`src/rtl/l15_multiline_pkg.sv`:
```
// ============================================================================
// Module : l15_multiline_pkg
// Brief  : Message and MESI codes, default widths and helpers for l15_multiline.
// Rev    : 1.0  initial release
// ============================================================================
`default_nettype none

package l15_multiline_pkg;

    localparam int DEF_TAG_WIDTH  = 8;
    localparam int DEF_DATA_WIDTH = 8;
    localparam int MSG_WIDTH      = 4;
    localparam int MESI_WIDTH     = 2;

    localparam logic [MSG_WIDTH-1:0] MSG_TYPE_EMPTY        = 4'd0;
    localparam logic [MSG_WIDTH-1:0] MSG_TYPE_LOAD_REQ     = 4'd1;
    localparam logic [MSG_WIDTH-1:0] MSG_TYPE_STORE_REQ    = 4'd2;
    localparam logic [MSG_WIDTH-1:0] MSG_TYPE_DATA_ACK     = 4'd3;
    localparam logic [MSG_WIDTH-1:0] MSG_TYPE_NODATA_ACK   = 4'd4;
    localparam logic [MSG_WIDTH-1:0] MSG_TYPE_INV_FWD      = 4'd5;
    localparam logic [MSG_WIDTH-1:0] MSG_TYPE_STORE_FWD    = 4'd6;
    localparam logic [MSG_WIDTH-1:0] MSG_TYPE_LOAD_FWD     = 4'd7;
    localparam logic [MSG_WIDTH-1:0] MSG_TYPE_INV_FWDACK   = 4'd8;
    localparam logic [MSG_WIDTH-1:0] MSG_TYPE_STORE_FWDACK = 4'd9;
    localparam logic [MSG_WIDTH-1:0] MSG_TYPE_LOAD_FWDACK  = 4'd10;
    localparam logic [MSG_WIDTH-1:0] MSG_TYPE_WB_REQ       = 4'd11;

    localparam logic [MESI_WIDTH-1:0] MESI_I = 2'd0;
    localparam logic [MESI_WIDTH-1:0] MESI_S = 2'd1;
    localparam logic [MESI_WIDTH-1:0] MESI_E = 2'd2;
    localparam logic [MESI_WIDTH-1:0] MESI_M = 2'd3;

    function automatic logic is_fwd(input logic [MSG_WIDTH-1:0] t);
        return (t == MSG_TYPE_INV_FWD) || (t == MSG_TYPE_STORE_FWD) || (t == MSG_TYPE_LOAD_FWD);
    endfunction

endpackage

`default_nettype wire

```
`src/rtl/l15_multiline_line_array.sv`:
```
// ============================================================================
// Module : l15_line_array
// Brief  : NUM_LINES x {tag, data, state} storage, two read ports, one
//          prioritised write port (forward > fill > core).
// Rev    : 1.0  initial release
// ============================================================================
`default_nettype none

module l15_line_array
    import l15_multiline_pkg::*;
#(
    parameter int NUM_LINES  = 4,
    parameter int TAG_WIDTH  = DEF_TAG_WIDTH,
    parameter int DATA_WIDTH = DEF_DATA_WIDTH
) (
    input  logic                         clk,
    input  logic                         rst,
    input  logic [$clog2(NUM_LINES)-1:0] i_core_idx,
    output logic [TAG_WIDTH-1:0]         o_core_tag,
    output logic [DATA_WIDTH-1:0]        o_core_data,
    output logic [MESI_WIDTH-1:0]        o_core_state,
    input  logic [$clog2(NUM_LINES)-1:0] i_fwd_idx,
    output logic [TAG_WIDTH-1:0]         o_fwd_tag,
    output logic [DATA_WIDTH-1:0]        o_fwd_data,
    output logic [MESI_WIDTH-1:0]        o_fwd_state,
    input  logic                         i_fwd_we,
    input  logic [MESI_WIDTH-1:0]        i_fwd_state,
    input  logic                         i_fill_we,
    input  logic [$clog2(NUM_LINES)-1:0] i_fill_idx,
    input  logic [TAG_WIDTH-1:0]         i_fill_tag,
    input  logic [DATA_WIDTH-1:0]        i_fill_data,
    input  logic [MESI_WIDTH-1:0]        i_fill_state,
    input  logic                         i_core_we,
    input  logic [DATA_WIDTH-1:0]        i_core_wdata,
    input  logic [MESI_WIDTH-1:0]        i_core_wstate
);

    logic [TAG_WIDTH-1:0]  r_tag   [NUM_LINES];
    logic [DATA_WIDTH-1:0] r_data  [NUM_LINES];
    logic [MESI_WIDTH-1:0] r_state [NUM_LINES];

    assign o_core_tag   = r_tag[i_core_idx];
    assign o_core_data  = r_data[i_core_idx];
    assign o_core_state = r_state[i_core_idx];
    assign o_fwd_tag    = r_tag[i_fwd_idx];
    assign o_fwd_data   = r_data[i_fwd_idx];
    assign o_fwd_state  = r_state[i_fwd_idx];

    // Forwards only touch state; fills replace the whole line; core writes keep the tag.
    always_ff @(posedge clk) begin
        if (rst) begin
            for (int i = 0; i < NUM_LINES; i++) begin
                r_tag[i]   <= '0;
                r_data[i]  <= '0;
                r_state[i] <= MESI_I;
            end
        end else if (i_fwd_we) begin
            r_state[i_fwd_idx] <= i_fwd_state;
        end else if (i_fill_we) begin
            r_tag[i_fill_idx]   <= i_fill_tag;
            r_data[i_fill_idx]  <= i_fill_data;
            r_state[i_fill_idx] <= i_fill_state;
        end else if (i_core_we) begin
            r_data[i_core_idx]  <= i_core_wdata;
            r_state[i_core_idx] <= i_core_wstate;
        end
    end

endmodule

`default_nettype wire

```
`src/rtl/l15_multiline.sv`:
```
// ============================================================================
// Module : l15_multiline
// Brief  : Direct-mapped multi-line MESI L1.5 between one core and the L2.
// Rev    : 1.0  initial release
// ============================================================================
`default_nettype none

module l15_multiline
    import l15_multiline_pkg::*;
#(
    parameter int NUM_LINES  = 4,
    parameter int TAG_WIDTH  = DEF_TAG_WIDTH,
    parameter int DATA_WIDTH = DEF_DATA_WIDTH
) (
    input  logic                  clk,
    input  logic                  rst,
    input  logic                  core_valid,
    output logic                  core_ready,
    input  logic                  core_req,
    input  logic [TAG_WIDTH-1:0]  core_tag,
    input  logic [DATA_WIDTH-1:0] core_data,
    output logic                  core_resp_valid,
    output logic [DATA_WIDTH-1:0] core_resp_data,
    input  logic [MSG_WIDTH-1:0]  msg2_type,
    input  logic [DATA_WIDTH-1:0] msg2_data,
    input  logic [TAG_WIDTH-1:0]  msg2_tag,
    input  logic [MESI_WIDTH-1:0] mesi_send,
    output logic [MSG_WIDTH-1:0]  msg1_type,
    output logic [DATA_WIDTH-1:0] msg1_data,
    output logic [TAG_WIDTH-1:0]  msg1_tag,
    output logic [MSG_WIDTH-1:0]  msg3_type,
    output logic [DATA_WIDTH-1:0] msg3_data,
    output logic [TAG_WIDTH-1:0]  msg3_tag
);

    localparam int IDX_W = $clog2(NUM_LINES);

    typedef enum logic [0:0] {
        ST_IDLE     = 1'b0,
        ST_WAIT_ACK = 1'b1
    } fsm_t;

    fsm_t r_fsm, w_fsm_nxt;

    logic [IDX_W-1:0]      r_idx;
    logic                  r_resp_valid, w_resp_valid_nxt;
    logic [DATA_WIDTH-1:0] r_resp_data,  w_resp_data_nxt;
    logic [MSG_WIDTH-1:0]  r_msg1_type,  w_msg1_type_nxt;
    logic [TAG_WIDTH-1:0]  r_msg1_tag,   w_msg1_tag_nxt;
    logic [DATA_WIDTH-1:0] r_msg1_data,  w_msg1_data_nxt;
    logic [MSG_WIDTH-1:0]  r_msg3_type,  w_msg3_type_nxt;
    logic [TAG_WIDTH-1:0]  r_msg3_tag,   w_msg3_tag_nxt;
    logic [DATA_WIDTH-1:0] r_msg3_data,  w_msg3_data_nxt;

    logic [IDX_W-1:0]      w_cidx, w_fidx;
    logic [TAG_WIDTH-1:0]  w_ctag, w_ftag;
    logic [DATA_WIDTH-1:0] w_cdata, w_fdata;
    logic [MESI_WIDTH-1:0] w_cstate, w_fstate;
    logic                  w_hit, w_fmatch, w_fill, w_accept;
    logic                  w_fwd_we, w_core_we;
    logic [MESI_WIDTH-1:0] w_fwd_state, w_core_wstate;
    logic [DATA_WIDTH-1:0] w_core_wdata;

    assign w_cidx     = core_tag[IDX_W-1:0];
    assign w_fidx     = msg2_tag[IDX_W-1:0];
    assign core_ready = (r_fsm == ST_IDLE) && (msg2_type == MSG_TYPE_EMPTY) && !rst;
    assign w_accept   = core_valid && core_ready;
    assign w_hit      = (w_cstate != MESI_I) && (w_ctag == core_tag);
    assign w_fmatch   = (w_fstate != MESI_I) && (w_ftag == msg2_tag);
    assign w_fill     = (r_fsm == ST_WAIT_ACK) && (msg2_type == MSG_TYPE_DATA_ACK);

    l15_line_array #(
        .NUM_LINES  (NUM_LINES),
        .TAG_WIDTH  (TAG_WIDTH),
        .DATA_WIDTH (DATA_WIDTH)
    ) u_lines (
        .clk           (clk),
        .rst           (rst),
        .i_core_idx    (w_cidx),
        .o_core_tag    (w_ctag),
        .o_core_data   (w_cdata),
        .o_core_state  (w_cstate),
        .i_fwd_idx     (w_fidx),
        .o_fwd_tag     (w_ftag),
        .o_fwd_data    (w_fdata),
        .o_fwd_state   (w_fstate),
        .i_fwd_we      (w_fwd_we),
        .i_fwd_state   (w_fwd_state),
        .i_fill_we     (w_fill),
        .i_fill_idx    (r_idx),
        .i_fill_tag    (msg2_tag),
        .i_fill_data   (msg2_data),
        .i_fill_state  (mesi_send),
        .i_core_we     (w_core_we),
        .i_core_wdata  (w_core_wdata),
        .i_core_wstate (w_core_wstate)
    );

    always_comb begin
        w_fsm_nxt        = r_fsm;
        w_fwd_we         = 1'b0;
        w_fwd_state      = MESI_I;
        w_core_we        = 1'b0;
        w_core_wdata     = w_cdata;
        w_core_wstate    = w_cstate;
        w_resp_valid_nxt = 1'b0;
        w_resp_data_nxt  = '0;
        w_msg1_type_nxt  = r_msg1_type;
        w_msg1_tag_nxt   = r_msg1_tag;
        w_msg1_data_nxt  = r_msg1_data;
        w_msg3_type_nxt  = MSG_TYPE_EMPTY;
        w_msg3_tag_nxt   = '0;
        w_msg3_data_nxt  = '0;

        // Forwards are serviced in any FSM state from the line's current contents.
        if (is_fwd(msg2_type)) begin
            w_msg3_tag_nxt = msg2_tag;
            w_fwd_we       = w_fmatch;
            case (msg2_type)
                MSG_TYPE_INV_FWD: begin
                    w_msg3_type_nxt = MSG_TYPE_INV_FWDACK;
                end
                MSG_TYPE_STORE_FWD: begin
                    w_msg3_type_nxt = MSG_TYPE_STORE_FWDACK;
                    w_msg3_data_nxt = w_fmatch ? w_fdata : '0;
                end
                default: begin
                    w_msg3_type_nxt = MSG_TYPE_LOAD_FWDACK;
                    w_msg3_data_nxt = w_fmatch ? w_fdata : '0;
                    w_fwd_state     = MESI_S;
                end
            endcase
        end

        if (w_fill) begin
            w_msg1_type_nxt  = MSG_TYPE_EMPTY;
            w_msg1_tag_nxt   = '0;
            w_msg1_data_nxt  = '0;
            w_resp_valid_nxt = 1'b1;
            w_resp_data_nxt  = msg2_data;
            w_fsm_nxt        = ST_IDLE;
        end

        if (w_accept) begin
            if (w_hit && !core_req) begin
                w_resp_valid_nxt = 1'b1;
                w_resp_data_nxt  = w_cdata;
            end else if (w_hit && (w_cstate == MESI_E || w_cstate == MESI_M)) begin
                w_core_we        = 1'b1;
                w_core_wdata     = core_data;
                w_core_wstate    = MESI_M;
                w_resp_valid_nxt = 1'b1;
                w_resp_data_nxt  = core_data;
            end else begin
                w_msg1_type_nxt = core_req ? MSG_TYPE_STORE_REQ : MSG_TYPE_LOAD_REQ;
                w_msg1_tag_nxt  = core_tag;
                w_msg1_data_nxt = core_req ? core_data : '0;
                w_fsm_nxt       = ST_WAIT_ACK;
                // A valid victim with a different tag is evicted; only a dirty one is written back.
                if (!w_hit && w_cstate != MESI_I) begin
                    w_core_we     = 1'b1;
                    w_core_wstate = MESI_I;
                    if (w_cstate == MESI_M) begin
                        w_msg3_type_nxt = MSG_TYPE_WB_REQ;
                        w_msg3_tag_nxt  = w_ctag;
                        w_msg3_data_nxt = w_cdata;
                    end
                end
            end
        end
    end

    always_ff @(posedge clk) begin
        if (rst) begin
            r_fsm        <= ST_IDLE;
            r_idx        <= '0;
            r_resp_valid <= 1'b0;
            r_resp_data  <= '0;
            r_msg1_type  <= MSG_TYPE_EMPTY;
            r_msg1_tag   <= '0;
            r_msg1_data  <= '0;
            r_msg3_type  <= MSG_TYPE_EMPTY;
            r_msg3_tag   <= '0;
            r_msg3_data  <= '0;
        end else begin
            r_fsm        <= w_fsm_nxt;
            r_resp_valid <= w_resp_valid_nxt;
            r_resp_data  <= w_resp_data_nxt;
            r_msg1_type  <= w_msg1_type_nxt;
            r_msg1_tag   <= w_msg1_tag_nxt;
            r_msg1_data  <= w_msg1_data_nxt;
            r_msg3_type  <= w_msg3_type_nxt;
            r_msg3_tag   <= w_msg3_tag_nxt;
            r_msg3_data  <= w_msg3_data_nxt;
            if (w_accept) begin
                r_idx <= w_cidx;
            end
        end
    end

    assign core_resp_valid = r_resp_valid;
    assign core_resp_data  = r_resp_data;
    assign msg1_type       = r_msg1_type;
    assign msg1_tag        = r_msg1_tag;
    assign msg1_data       = r_msg1_data;
    assign msg3_type       = r_msg3_type;
    assign msg3_tag        = r_msg3_tag;
    assign msg3_data       = r_msg3_data;

endmodule

`default_nettype wire

```
`config.mk`:
```
export PLATFORM = sky130hd
export DESIGN_NAME = l15_multiline
export DESIGN_NICKNAME = d
export VERILOG_FILES = /design/src/rtl/l15_multiline_pkg.sv /design/src/rtl/l15_multiline_line_array.sv /design/src/rtl/l15_multiline.sv
export SDC_FILE = /design/constraint.sdc
export NUM_CORES = 1
export LEC_CHECK = 0
export CAP_MARGIN = 20
export CORE_MARGIN = 4
export CORE_UTILIZATION = 44
export DETAILED_ROUTE_END_ITERATION = 6
export PLACE_DENSITY_LB_ADDON = 0.08
export SKIP_LAST_GASP = 1
export SLEW_MARGIN = 0
export SYNTH_ARGS = -nofsm -noshare
export SYNTH_HDL_FRONTEND = slang
export SYNTH_SLANG_ARGS = --single-unit
```
`constraint.sdc`:
```
create_clock -name clk -period 6.5 [get_ports clk]
set_input_delay 0.975 -clock clk [delete_from_list [all_inputs] [get_ports clk]]
set_output_delay 0.975 -clock clk [all_outputs]
set_load 0.01 [all_outputs]
```
Word-level counts from Yosys, hierarchy flattened
Memory sizes are Yosys's and may differ from the RTL's.
Cells that the tools add are included.
- register bits: 52
- memories kept: 3
- logic and storage cells: 139
- input port bits: 42
- output and inout port bits: 50
- RAM bits: 72
- bitwise logic cells: 1
- muxes and demuxes: 92
- eq/ne operators: 8
- reductions and logical operators: 25
- memories (name ; depth ; bits a word ; read ports ; clocked after Yosys merged registers in ; wr ports ; RTL line ; RTL):
    u_lines.r_data ; 4 ; 8 ; 2 ; 0 ; 4 ; l15_multiline_line_array.sv:39 ; logic [DATA_WIDTH-1:0] r_data [NUM_LINES];
    u_lines.r_tag ; 4 ; 8 ; 2 ; 0 ; 4 ; l15_multiline_line_array.sv:38 ; logic [TAG_WIDTH-1:0] r_tag [NUM_LINES];
    u_lines.r_state ; 4 ; 2 ; 2 ; 0 ; 4 ; l15_multiline_line_array.sv:40 ; logic [MESI_WIDTH-1:0] r_state [NUM_LINES];
- operators with widths (operator ; number):
    8-bit two-way mux ; 33
    4-bit two-way mux ; 10
    1-bit two-way mux ; 34
    2-bit two-way mux ; 14
    8-bit OR reduction ; 3
    8-bit == test ; 2
    4-bit by 3-bit == test with 1-bit output, second input constant ; 3
    1-bit logical AND ; 9
    2-bit OR reduction ; 4
    2-bit == test, second input constant ; 2
    4-bit by 2-bit == test with 1-bit output, second input constant ; 1
    4-bit zero test ; 1
    2-bit case mux with 2 select lines ; 1
    2-bit nonzero test ; 2
    1-bit zero test ; 3
    1-bit logical OR ; 3
    1-bit NOT ; 1

Longest topological paths before layout
An unclocked memory read counts as a cell.
- depth in word-level cells: 16
- mapped depth: 11
- depth with buffers taken out: 7

Modules after synthesis
Synthesis repeated with hierarchy kept, for this count alone.
- cells, all modules: 523
- area total of the unflattened synthesis: 6407.4 um^2
- by module, submodules not included (module ; cells each ; instances ; area each (um^2) ; seq. area each (um^2)):
    l15_line_array ; 274 ; 1 ; 3975.1 ; 2162.1
    l15_multiline ; 249 ; 1 ; 2432.3 ; 1021.0

Least setup slack after synthesis
OpenSTA, ideal clock, no wires.
- path type: input-to-reg
- start: in core_tag[0]
- end: mem u_lines.r_data[3][0] (netlist bit), enable pin
- data required time: 6.114 ns
- path buffers: 3
- library setup time: 0.386 ns
- data arrival time: 3.551 ns
- slack: 2.562 ns
- stages on the path: 9
- cell sequence: clkbuf_1 -> mux4_2 -> xnor2_1 -> nand4_1 -> o31ai_1 -> buf_4 -> o21ai_1 -> buf_2 -> a211oi_1
- RTL lines (element ; RTL line ; RTL):
    from (decl) ; l15_multiline.sv:20 ; input logic [TAG_WIDTH-1:0] core_tag,
    to (decl) ; l15_multiline_line_array.sv:39 ;

==> summary.md <==
| Metric | Value |
|---|---|
| Post-detailed-placement half-perimeter wirelength | `12600 um` |
| Setup WS pre-CTS | `1.10 ns` |
| Htree depth | `4` |
| Synth top cells by count | `edfxtp_1, dfxtp_1, nor2_1` |
| Post-synth top area share | `0.342` |
| # fillers | `1199` |
| Starting DRC count in detailed routing | `477` |
| Setup WS post-layout | `1.89 ns` |
| Largest net degree at the start of global routing | `55` |
| Worst slew pin tran | `1.05 ns` |
| Fmax achieved | `0.217 GHz` |
| Min-Delay Path Class | `flip-flop to flip-flop` |
| Cts bufs inserted | `17` |
| Initial antenna violation count | `0` |
| Skew final | `0.00967 ns` |
| Post-route ant nets | `0` |
| Area of the core | `14000 um2` |
| Post-Route WL | `17500 um` |
| GRT met1 Usage | `0.327` |
| Syn Nets | `606` |
| R2R depth | `9` |
| Slew margin rel. | `0.297` |
| CTS resizes | `0` |
| Post-Syn Instances | `564` |
| Sink Count | `123` |
| Sequential area share after synthesis | `0.503` |
| CTS tree | `built` |
| Dominant cell type by area after synthesis | `edfxtp_1` |
| Slew Limit Fails | `0` |
| Clock Tree Root | `clkbuf_16` |
| Via density | `5.93` |
| Async set-reset flop share out of synthesis | `0` |
| Setup Viol. Count Final | `0` |
| Leakage power | `2.79 nW` |
| Post-Synthesis Cell Area | `6330 um2` |
| Via count | `4951` |
| RSZ-0062 raised after global routing | `no` |
| Syn. warnings | `0` |
| Critical Path End Type | `flip-flop` |
| Die footprint | `16400 um2` |
| Post-route DRC violation count | `0` |
| Met2 Usage GRT | `0.317` |
| Unique masters post-synth | `61` |
| Status | `finished clean` |
| Most common cell in the netlist | `edfxtp_1` |
| Drt wl/cell | `21.0 um` |
| Total of max-cap violations | `0` |
| Final Hold Fails | `0` |
| GPL Wtd Cong | `0.897` |
| GRT overflow | `0` |
| Port Buffers | `90` |
| ANT cells | `0` |
| # hold bufs at CTS | `0` |
| Total track usage | `0.220` |
| Setup TNS | `0 ns` |
| Num rows | `43` |
| Vias in the first global route | `4825` |
| Postcts setup bufs | `0` |
| Crit path launch type | `primary input` |
| Critical path type | `primary input to flip-flop` |
| CP Max Fanout | `20` |
| Post-synth top flop | `edfxtp_1` |
| First-pass GRT wire length | `27300 um` |
| GRT Max-Usage Layer | `met1` |
| Die Ht | `128 um` |
| Syn avg cell area | `11.2 um2` |
| #FFs+latches synth | `123` |
| Die width | `128 um` |
| Share of layout cells above drive strength 1 | `0.139` |
| Worst-Skew Late Latency | `0.42 ns` |
| Ranking of synthesized cells by area | `edfxtp_1, dfxtp_1, mux4_2` |
| Period utilization | `0.709` |
| Peak VDD IR | `0.182 mV` |
| Area Overhead vs Synth | `25.0%` |
| Min Tclk post-route | `4.61 ns` |
| Initial Utilization | `0.453` |
| Fin nets | `684` |
| Boundary pin count | `92` |
| EDFF count, synth | `72` |
| Met3 Use GR | `0.0571` |
| Worst hold path depth | `2` |
| DRT Pass-1 Iters | `5` |
| WP data arrival | `4.74 ns` |
| CTS clk-pin slew, worst paths | `0.06 ns` |
| Worst Path Required | `6.63 ns` |
| Max Buffers Root-to-Sink | `2` |
| Pwr per Cell Area | `241 nW/um2` |
## per-stage QoR
stage	utilization	power [mW]	cells	hold WS, ns	cell area [um2]
2_1_floorplan	-	0.968	564	0.454	6330
3_3_place_gp	0.525	1.04	802	0.460	7340
3_5_place_dp	0.525	1.04	802	0.462	7340
4_1_cts	0.564	1.91	834	0.469	7890
5_1_grt	0.566	1.97	835	0.488	7910
6_report	0.566	1.90	835	0.469	7910
## report_power, final
part           switching (mW)  internal [mW]  leakage (nW)  total, mW
Combinational          0.0969         0.0790          1.39      0.176
Sequential             0.0102          0.842          1.15      0.852
Clock                   0.346          0.530         0.249      0.876
## sequential cells by signal, indices dropped and copies added (netlist names)
register / flops
r_idx: 2
msg3_data: 8
r_fsm: 1
msg1_data: 8
msg3_type: 3
msg3_tag: 8
msg1_type: 4
u_lines.r_data: 32
core_resp_data: 8
msg1_tag: 8
u_lines.r_state: 8
core_resp_valid: 1
u_lines.r_tag: 32
## cell families after synthesis
family | synth area share
AOI/OAI and AO/OA | 0.140
muxes | 0.126
DFF | 0.503
xor gates and xnor gates | 0.0233
other | 0.000592
buffers and inverters | 0.0405
and+or+nand+nor | 0.167
## cell type report
cell class	count	area, um2	share of cell area
Sequential cell	123	3180	0.402
Multi-Input combinational cell	383	2900	0.366
Timing Repair Buffer	103	1010	0.127
Clock buffer	20	447	0.0564
Tap cell	180	225	0.0285
Clock inverter	12	101	0.0128
Inverter	14	52.6	0.00664
## metal layers
layer,share of wire,wire length [um]
met5,0,0
met4,0.014,243
met3,0.086,1510
met2,0.44,7660
met1,0.46,8090
## path summary, 6_finish.rpt
path	startpoint	slack (ns)	endpoint
hold reg to reg	msg1_tag[3]	0.47	msg1_tag[3]
setup reg to reg	u_lines.r_tag[2][5]	2.92	u_lines.r_data[3][7]
hold / removal	msg1_tag[3]	0.47	msg1_tag[3]
setup / recovery	core_tag[1]	1.89	u_lines.r_data[3][7]
## worst max-delay path, stage by stage
cell	delay (ns)
clkdlybuf4s50_1	0.71
buf_16	0.22
mux2i_1	0.30
xnor2_1	0.10
mux2i_1	0.21
nand4_1	0.62
o31ai_1	0.47
buf_4	0.24
o21ai_0	0.24
buf_4	0.25
a211oi_1	0.17
buf_4	0.22
## placed cells by master, fill, tap and decap left out, types with 18 or more instances in the layout
cell,Yosys,routed
clkdlybuf4s50_1,0,88
dfxtp_1,51,51
and2_1,41,41
mux4_2,25,25
nor2_1,42,41
nor3_1,32,32
a21oi_1,29,28
a22oi_1,18,18
nand2_1,24,24
edfxtp_1,72,72
mux2i_1,18,18
No activity file was read; power rests on OpenSTA's default activity.
